### config.mk
export PLATFORM = sky130hd
export DESIGN_NAME = ring_shift_sequencer
export DESIGN_NICKNAME = d
export VERILOG_FILES = /design/src/rtl/ring_shift_pkg.sv /design/src/rtl/ring_rotate_comb.sv /design/src/rtl/ring_shift_sequencer.sv
export SDC_FILE = /design/constraint.sdc
export NUM_CORES = 1
export LEC_CHECK = 0
export CORE_MARGIN = 2
export CORE_UTILIZATION = 40
export DETAILED_ROUTE_END_ITERATION = 8
export HOLD_SLACK_MARGIN = 0.12
export PLACE_DENSITY = 0.59
export SKIP_CTS_REPAIR_TIMING = 1
export SLEW_MARGIN = 10
export SYNTH_ARGS = -nofsm -noshare
export SYNTH_HDL_FRONTEND = slang
export SYNTH_SLANG_ARGS = --single-unit
### constraint.sdc
create_clock -name CLK -period 5.78 [get_ports CLK]
set_input_delay 1.156 -clock CLK [delete_from_list [all_inputs] [get_ports CLK]]
set_output_delay 1.156 -clock CLK [all_outputs]
set_load 0.01 [all_outputs]
### src/rtl/ring_shift_pkg.sv
// ring_shift_pkg: shared state encoding and step helpers for FFT control sequencers
package ring_shift_pkg;
  typedef enum logic [1:0] {IDLE, RUN, DONE} state_t;
  function automatic int step_w(int bitness);
    return bitness < 2 ? 1 : $clog2(bitness);
  endfunction
  function automatic int eff_step(int step, int bitness);
    return step < bitness ? step : step - bitness;
  endfunction
endpackage

### src/rtl/ring_rotate_comb.sv
// ring_rotate_comb: BITNESS-wide barrel rotator, DIR=1 left, amount s < BITNESS
module ring_rotate_comb #(
  parameter int BITNESS = 16,
  parameter int STEP_W = 4
) (
  input  logic               DIR,
  input  logic [STEP_W-1:0]  s,
  input  logic [BITNESS-1:0] i_DATA,
  output logic [BITNESS-1:0] o_DATA
);
  logic [2*BITNESS-1:0] dd, l, r;
  always_comb begin
    dd = {i_DATA, i_DATA};
    l = dd << s;
    r = dd >> s;
    o_DATA = DIR ? l[2*BITNESS-1:BITNESS] : r[BITNESS-1:0];
  end
endmodule

### src/rtl/ring_shift_sequencer.sv
// ring_shift_sequencer: rotating pattern register with counted burst mode.
// Define RING_SHIFT_POS_EN to build the o_POS/o_WRAP position tracker.
module ring_shift_sequencer
  import ring_shift_pkg::*;
#(
  parameter int BITNESS = 16,
  parameter logic [BITNESS-1:0] RESET_VALUE = BITNESS'(1),
  parameter int STEP_W = step_w(BITNESS),
  parameter int CNT_W = 8
) (
  input  logic               CLK,
  input  logic               RSTn,
  input  logic               EN,
  input  logic               DIR,
  input  logic [STEP_W-1:0]  STEP,
  input  logic               LOAD,
  input  logic [BITNESS-1:0] i_DATA,
  input  logic               START,
  input  logic [CNT_W-1:0]   COUNT,
  output logic [BITNESS-1:0] o_DATA,
  output logic               o_BUSY,
  output logic               o_DONE,
  output logic [STEP_W-1:0]  o_POS,
  output logic               o_WRAP
);
  state_t state;
  logic [CNT_W-1:0] cnt;
  logic [BITNESS-1:0] data, rot;
  logic [STEP_W-1:0] s_live, ls, rs;
  logic ldir, rdir, start_ok;
  always_comb begin
    s_live = STEP_W'(eff_step(32'(STEP), BITNESS));
    start_ok = START && state == IDLE;
    rdir = state == RUN ? ldir : DIR;
    rs = state == RUN ? ls : s_live;
  end
  ring_rotate_comb #(.BITNESS(BITNESS), .STEP_W(STEP_W)) u_rot (
    .DIR(rdir),
    .s(rs),
    .i_DATA(data),
    .o_DATA(rot)
  );
  always_ff @(posedge CLK)
    if (!RSTn) begin
      state <= IDLE;
      cnt <= '0;
      data <= RESET_VALUE;
      ldir <= 1'b0;
      ls <= '0;
    end else if (LOAD) begin
      state <= IDLE;
      cnt <= '0;
      data <= i_DATA;
    end else if (start_ok) begin
      state <= COUNT == '0 ? DONE : RUN;
      cnt <= COUNT;
      ldir <= DIR;
      ls <= s_live;
    end else if (state == DONE) begin
      state <= IDLE;
    end else if (EN) begin
      data <= rot;
      if (state == RUN) begin
        cnt <= cnt - 1'b1;
        state <= cnt == CNT_W'(1) ? DONE : RUN;
      end
    end
  assign o_DATA = data;
  assign o_BUSY = state == RUN;
  assign o_DONE = state == DONE;
`ifdef RING_SHIFT_POS_EN
  localparam logic [STEP_W:0] B = (STEP_W+1)'(BITNESS);
  logic beat, wc, wrap;
  logic [STEP_W:0] sum, dif;
  logic [STEP_W-1:0] pos, nxt;
  // dif is pos-s biased by +BITNESS so the wrapped right case needs no extra subtract
  always_comb begin
    beat = EN && !LOAD && !start_ok && state != DONE;
    sum = {1'b0, pos} + {1'b0, rs};
    dif = {1'b0, pos} + B - {1'b0, rs};
    wc = rdir ? sum >= B : pos < rs;
    nxt = STEP_W'(rdir ? (wc ? sum - B : sum) : (wc ? dif : dif - B));
  end
  always_ff @(posedge CLK)
    if (!RSTn || LOAD) begin
      pos <= '0;
      wrap <= 1'b0;
    end else begin
      wrap <= beat && wc;
      if (beat) pos <= nxt;
    end
  assign o_POS = pos;
  assign o_WRAP = wrap;
`else
  assign o_POS = '0;
  assign o_WRAP = 1'b0;
`endif
endmodule

### After elaboration in Yosys (flattened, before gate mapping)

Index checks and enable logic that the tools add are counted.

* word-level logic and storage cells: 46
* bits in registers: 31
* input port bits: 34
* output and inout bits: 23

* bitwise gates (word level): 2
* multiplexer cells: 17
* reductions and logical operators: 13
* eq/ne operators: 6
* shift-type cells: 2
* add/sub/neg operators: 1

Operator list (number)
* $mux 16: 5
* $mux 8: 4
* $shl 32x4->32: 1
* $shr 32x4->16: 1
* $mux 2: 6
* $eq 8x1->1 const B: 1
* $logic_not 8->1: 1
* $sub 8x1->8 const B: 1
* $reduce_and 3->1: 2
* $reduce_bool 2->1: 3
* $reduce_bool 3->1: 2
* $mux 4: 1
* $ne 2x2->1 const B: 2
* $reduce_and 2->1: 2
* $eq 2x1->1 const B: 1
* $eq 2x2->1 const B: 1
* $logic_not 2->1: 1
* $ne 2x1->1 const B: 1
* $not 1->1: 2
* $reduce_or 2->1: 1
* $logic_and 1x1->1: 1
* $mux 1: 1

### Logic depth before layout (Yosys ltp)

* word-level depth: 8
* depth in mapped cells: 11
* gate-level depth less buffers: 8

### Hierarchy

A second synthesis with hierarchy kept.

* cells, all modules: 387
* area total of the unflattened synthesis: 3567.2 um^2

Modules (own cells, without submodules)
* ring_rotate_comb: area each 1816.7 um^2, times used 1, cells an instance 194
* ring_shift_sequencer: area each 1750.4 um^2, times used 1, cells an instance 193

### Worst setup path after synthesis

Ideal clock, no wire load.

* kind: input to register
* from: input port STEP[1]
* to: register data[3] (netlist: o_DATA[3])
* stages on the path: 6
* data arrival time: 2.708 ns
* data required time: 5.660 ns
* path buffers: 1
* library setup time: 0.120 ns
* path slack: 2.952 ns
* cells stage by stage: mux2i_4 buf_6 mux4_2 mux2i_1 o22ai_1 a211o_1

* word-level cells in the longest chain between the ends: 7

Ends and longest elaborated chain
* start, declared: RTL line ring_shift_sequencer.sv:15 `input logic [STEP_W-1:0] STEP,`
* $mux 4 *: RTL line ring_shift_sequencer.sv:35 `rs = state == RUN ? ls : s_live;`
* $shr 32x4->16 or $shl 32x4->32 (tied branches): RTL line ring_rotate_comb.sv:15, ring_rotate_comb.sv:14
* $mux 16 *: RTL line ring_rotate_comb.sv:16 `o_DATA = DIR ? l[2*BITNESS-1:BITNESS] : r[BITNESS-1:0];`
* $mux 16 *: RTL line ring_shift_sequencer.sv:61 `end else if (EN) begin`
* $mux 16 *: RTL line ring_shift_sequencer.sv:59 `end else if (state == DONE) begin`
* $mux 16 *: RTL line ring_shift_sequencer.sv:54 `end else if (start_ok) begin`
* $mux 16 *: RTL line ring_shift_sequencer.sv:50 `end else if (LOAD) begin`
* end signal, assigned: RTL line ring_shift_sequencer.sv:53 `data <= i_DATA;`
* end signal, assigned: RTL line ring_shift_sequencer.sv:62 `data <= rot;`
* end, declared: RTL line ring_shift_sequencer.sv:28 `logic [BITNESS-1:0] data, rot;`

Every way passes the cells marked *; elsewhere a longest branch is shown, timed or not. The select of a mux whose other input is x is not followed.
A chain may end at the register's enable or synchronous reset.

### Final worst setup path

* from: input port STEP[0]
* to: register data[6] (netlist: o_DATA[6])

The elaborated chain is that of the path after synthesis.

==> flow_metrics.py <==
metrics = {
    "clocking": {
        "cts_root_buf": "clkbuf_8",
        "cts_tree": "done",
        "worst_skew_pair.late_latency_ns": 0.30,
        "h-tree-depth": 2,
        "cts_made_buffers": 5,
        "clk_pin_slew_ns": 0.07,
        "cts_sinks": 31,
        "clockBufferDepth": 2,
    },
    "hold_path": {
        "hp-class": "reg -> reg",
    },
    "grt": {
        "grt_use_total_pct": 23.5,
        "global_route.usage.met1_pct": 32.6,
        "use_met2_pct": 38.5,
        "grt-busiest-layer": "met2",
        "antenna_found_initial": 0,
        "grtUsageMet3_pct": 3.43,
        "grt_pass1_wl_mm": 16.1,
        "grt_pass1_vias": 2973,
        "grt-ovfl-total": 0,
        "grt_max_degree": 38,
    },
    "power_and_ir_drop": {
        "pwr-share-clk_pct": 22.6,
        "p_int_w": 0.000474,
        "seqPwrFrac_pct": 34.2,
        "peakVddDrop_mv": 0.130,
        "switching_power_w": 0.000299,
        "switching_share_pct": 38.7,
        "p_total_w": 0.000774,
        "pwr-share-comb_pct": 43.2,
        "power_density_nw_per_um2": 198,
        "leakagePower_nw": 1.58,
    },
    "sta": {
        "rsz0062_at_grt": "no",
        "slew_viol_final": 0,
        "setup_tns_ns": 0,
        "max_slew_margin_pct": 20.9,
        "fin_crit_ns": 3.78,
        "worst_slew_pin_slew_ns": 1.16,
        "setup_viol_count_final": 0,
        "final_hold_viol_count": 0,
        "clock_skew_ns": 0.00304,
        "fmax_ghz": 0.264,
        "post-route-period-util_pct": 65.5,
    },
    "synthesis": {
        "synth_common_cells": "65 x mux2i_1, 31 x dfxtp_1, 25 x nor2_1",
        "syn_area_um2": 3270,
        "avgSynthCellArea_um2": 9.54,
        "ys_types": 54,
        "seq_area_frac_synth_pct": 19.0,
        "synth_edf_count": 0,
        "synth-seq-cells": 31,
        "synth_top_area_share_pct": 19.9,
        "yosys_warnings": 0,
        "yosysTopAreaCell": "mux2i_1",
        "yosys.cell_count.top_type": "mux2i_1",
        "syn_inst": 343,
        "synth_flop_cell": "dfxtp_1",
        "ys_top_cells_by_area": "mux2i_1 20%, dfxtp_1 19%, mux4_1 8.0%",
        "async_reset_ff_share_pct": 0,
    },
    "route": {
        "ant_nets": 0,
        "avgRoutedWirePerCell_um": 20.8,
        "vias": 3136,
        "viasPerCell": 6.41,
        "firstDrtPassIters": 4,
        "routed_wl_mm": 10.2,
        "remaining_drc_errors": 0,
        "drt_iter0_markers": 231,
    },
    "worst_setup_path": {
        "endpoint_kind": "register",
        "crit_path_max_incr_delay_ns": 0.91,
        "crit_chain": "clkdlybuf4s50_1, mux2i_4, buf_4, mux2i_1, mux2i_1, mux2i_1, o22ai_1, a211o_1",
        "arrival_ns": 3.97,
        "cp_data_required_time_ns": 5.97,
        "crit_slowest_cell": "mux2i_4",
        "critPathTopFamily": "multiplexers",
        "path_max_fanout": 26,
        "worst-setup-path-type": "in -> reg",
        "cpMostUsedCell": "mux2i_1",
        "start_kind": "primary input",
        "crit_buf_inv": 2,
    },
    "die": {
        "start_util_pct": 41.9,
        "die_width_um": 94.4,
        "core-area_um2": 7810,
        "rows": 32,
        "ios": 57,
        "die_h_um": 94.4,
        "design.die.area_um2": 8920,
    },
    "finish": {
        "fill_cells": 743,
        "diodes": 0,
        "syn2layout_area_growth_pct": 19.2,
        "fin_nets": 426,
        "drive_above_1_share_pct": 8.79,
    },
    "place": {
        "place_hpwl_mm": 7.42,
        "portBuffers": 51,
        "place_congestion": 0.952,
    },
    "run_status": {
        "outcome": "complete, no violations",
    },
    "run": {
        "cap_viol_max_count": 0,
    },
}
[state kept, by name, summed over array words and instances (netlist names)]
signal	flops
cnt	8
ldir	1
ls	4
o_DATA	16
state	2
[stage by stage]
step	setup slack (ns)	utilization, %	hold slack [ns]	area [µm²]	std cells
6_report	2.00	49.9	0.498	3900	489
2_1_floorplan	2.95	-	0.455	3290	347
3_5_place_dp	1.68	48.9	0.487	3820	481
3_3_place_gp	1.73	48.9	0.473	3820	481
5_1_grt	1.75	49.9	0.554	3900	489
4_1_cts	1.99	49.9	0.503	3900	489
[cells in the final DEF (no fill, tap or decap), drive strengths merged, types with 2 or more instances in the layout]
cell and count:
o21ai 14, inv 6, nor4 4, nand4 2, a221oi 9, clkdlybuf4s50 51, nor2 25, a41o 3
o22a 4, nand2b 8, nor3b 2, clkbuf 7, mux2i 67, and2 3, a22oi 13, o221ai 7
a21oi 13, mux4 21, dfxtp 31, nand2 24, a21o 6, a211o 3, ha 6, nor3 3
nor2b 8, conb 5, o22ai 8, o211ai 2, buf 8, o21a 2, a211oi 4, a31oi 3
[cells by family after synthesis]
logic type	count (synthesis)	synth area share, %
muxes	88	36.9
other	1	0.115
DFF	31	19.0
AOI/OAI and AO/OA	99	22.6
adders and majority gates	6	2.30
buffers and inverters	33	6.16
and+or+nand+nor	85	13.0
[area by class of cell]
class,count,area (µm²),area share (%)
clock buffers,7,76.3,1.96
clock inverters,1,5.00,0.128
inverters,6,22.5,0.578
multi-input cells,283,2480,63.5
flip-flops and latches,31,621,15.9
well taps,102,128,3.27
repair buffers,59,571,14.6
[power groups by stage]
stage | Sequential, W | Clock (W) | Combinational (W)
after floorplan | 0.000257 | 0 | 0.000235
after global placement | 0.000268 | 0 | 0.000330
after detailed placement | 0.000268 | 0 | 0.000330
after CTS | 0.000263 | 0.000175 | 0.000331
after global routing | 0.000267 | 0.000185 | 0.000361
final | 0.000265 | 0.000175 | 0.000334
[worst paths after layout]
| kind | start | endpoint | slack, ns | cells after the start |
|---|---|---|---|---|
| max reg2reg | state[1] | o_DATA[6] | 2.05 | 9 |
| max | STEP[0] | o_DATA[6] | 2.00 | 8 |
| min | cnt[6] | cnt[6] | 0.50 | 2 |
| min reg2reg | cnt[6] | cnt[6] | 0.50 | 2 |
[tightest hold or removal path: stages (launching register included)]
cell and delay (ns):
dfxtp_1 0.33, a21oi_1 0.06, nor2_1 0.07
[routing by layer]
metal / vias to the layer above / wire [µm] / part of all wire [%]
met2: 161 / 4810 / 47
met5: - / 0 / 0
met4: 0 / 136 / 1.3
met3: 15 / 709 / 7.0
met1: 1517 / 4520 / 44
li1: 1443 / - / -
Power figures use the tool's default switching activity.
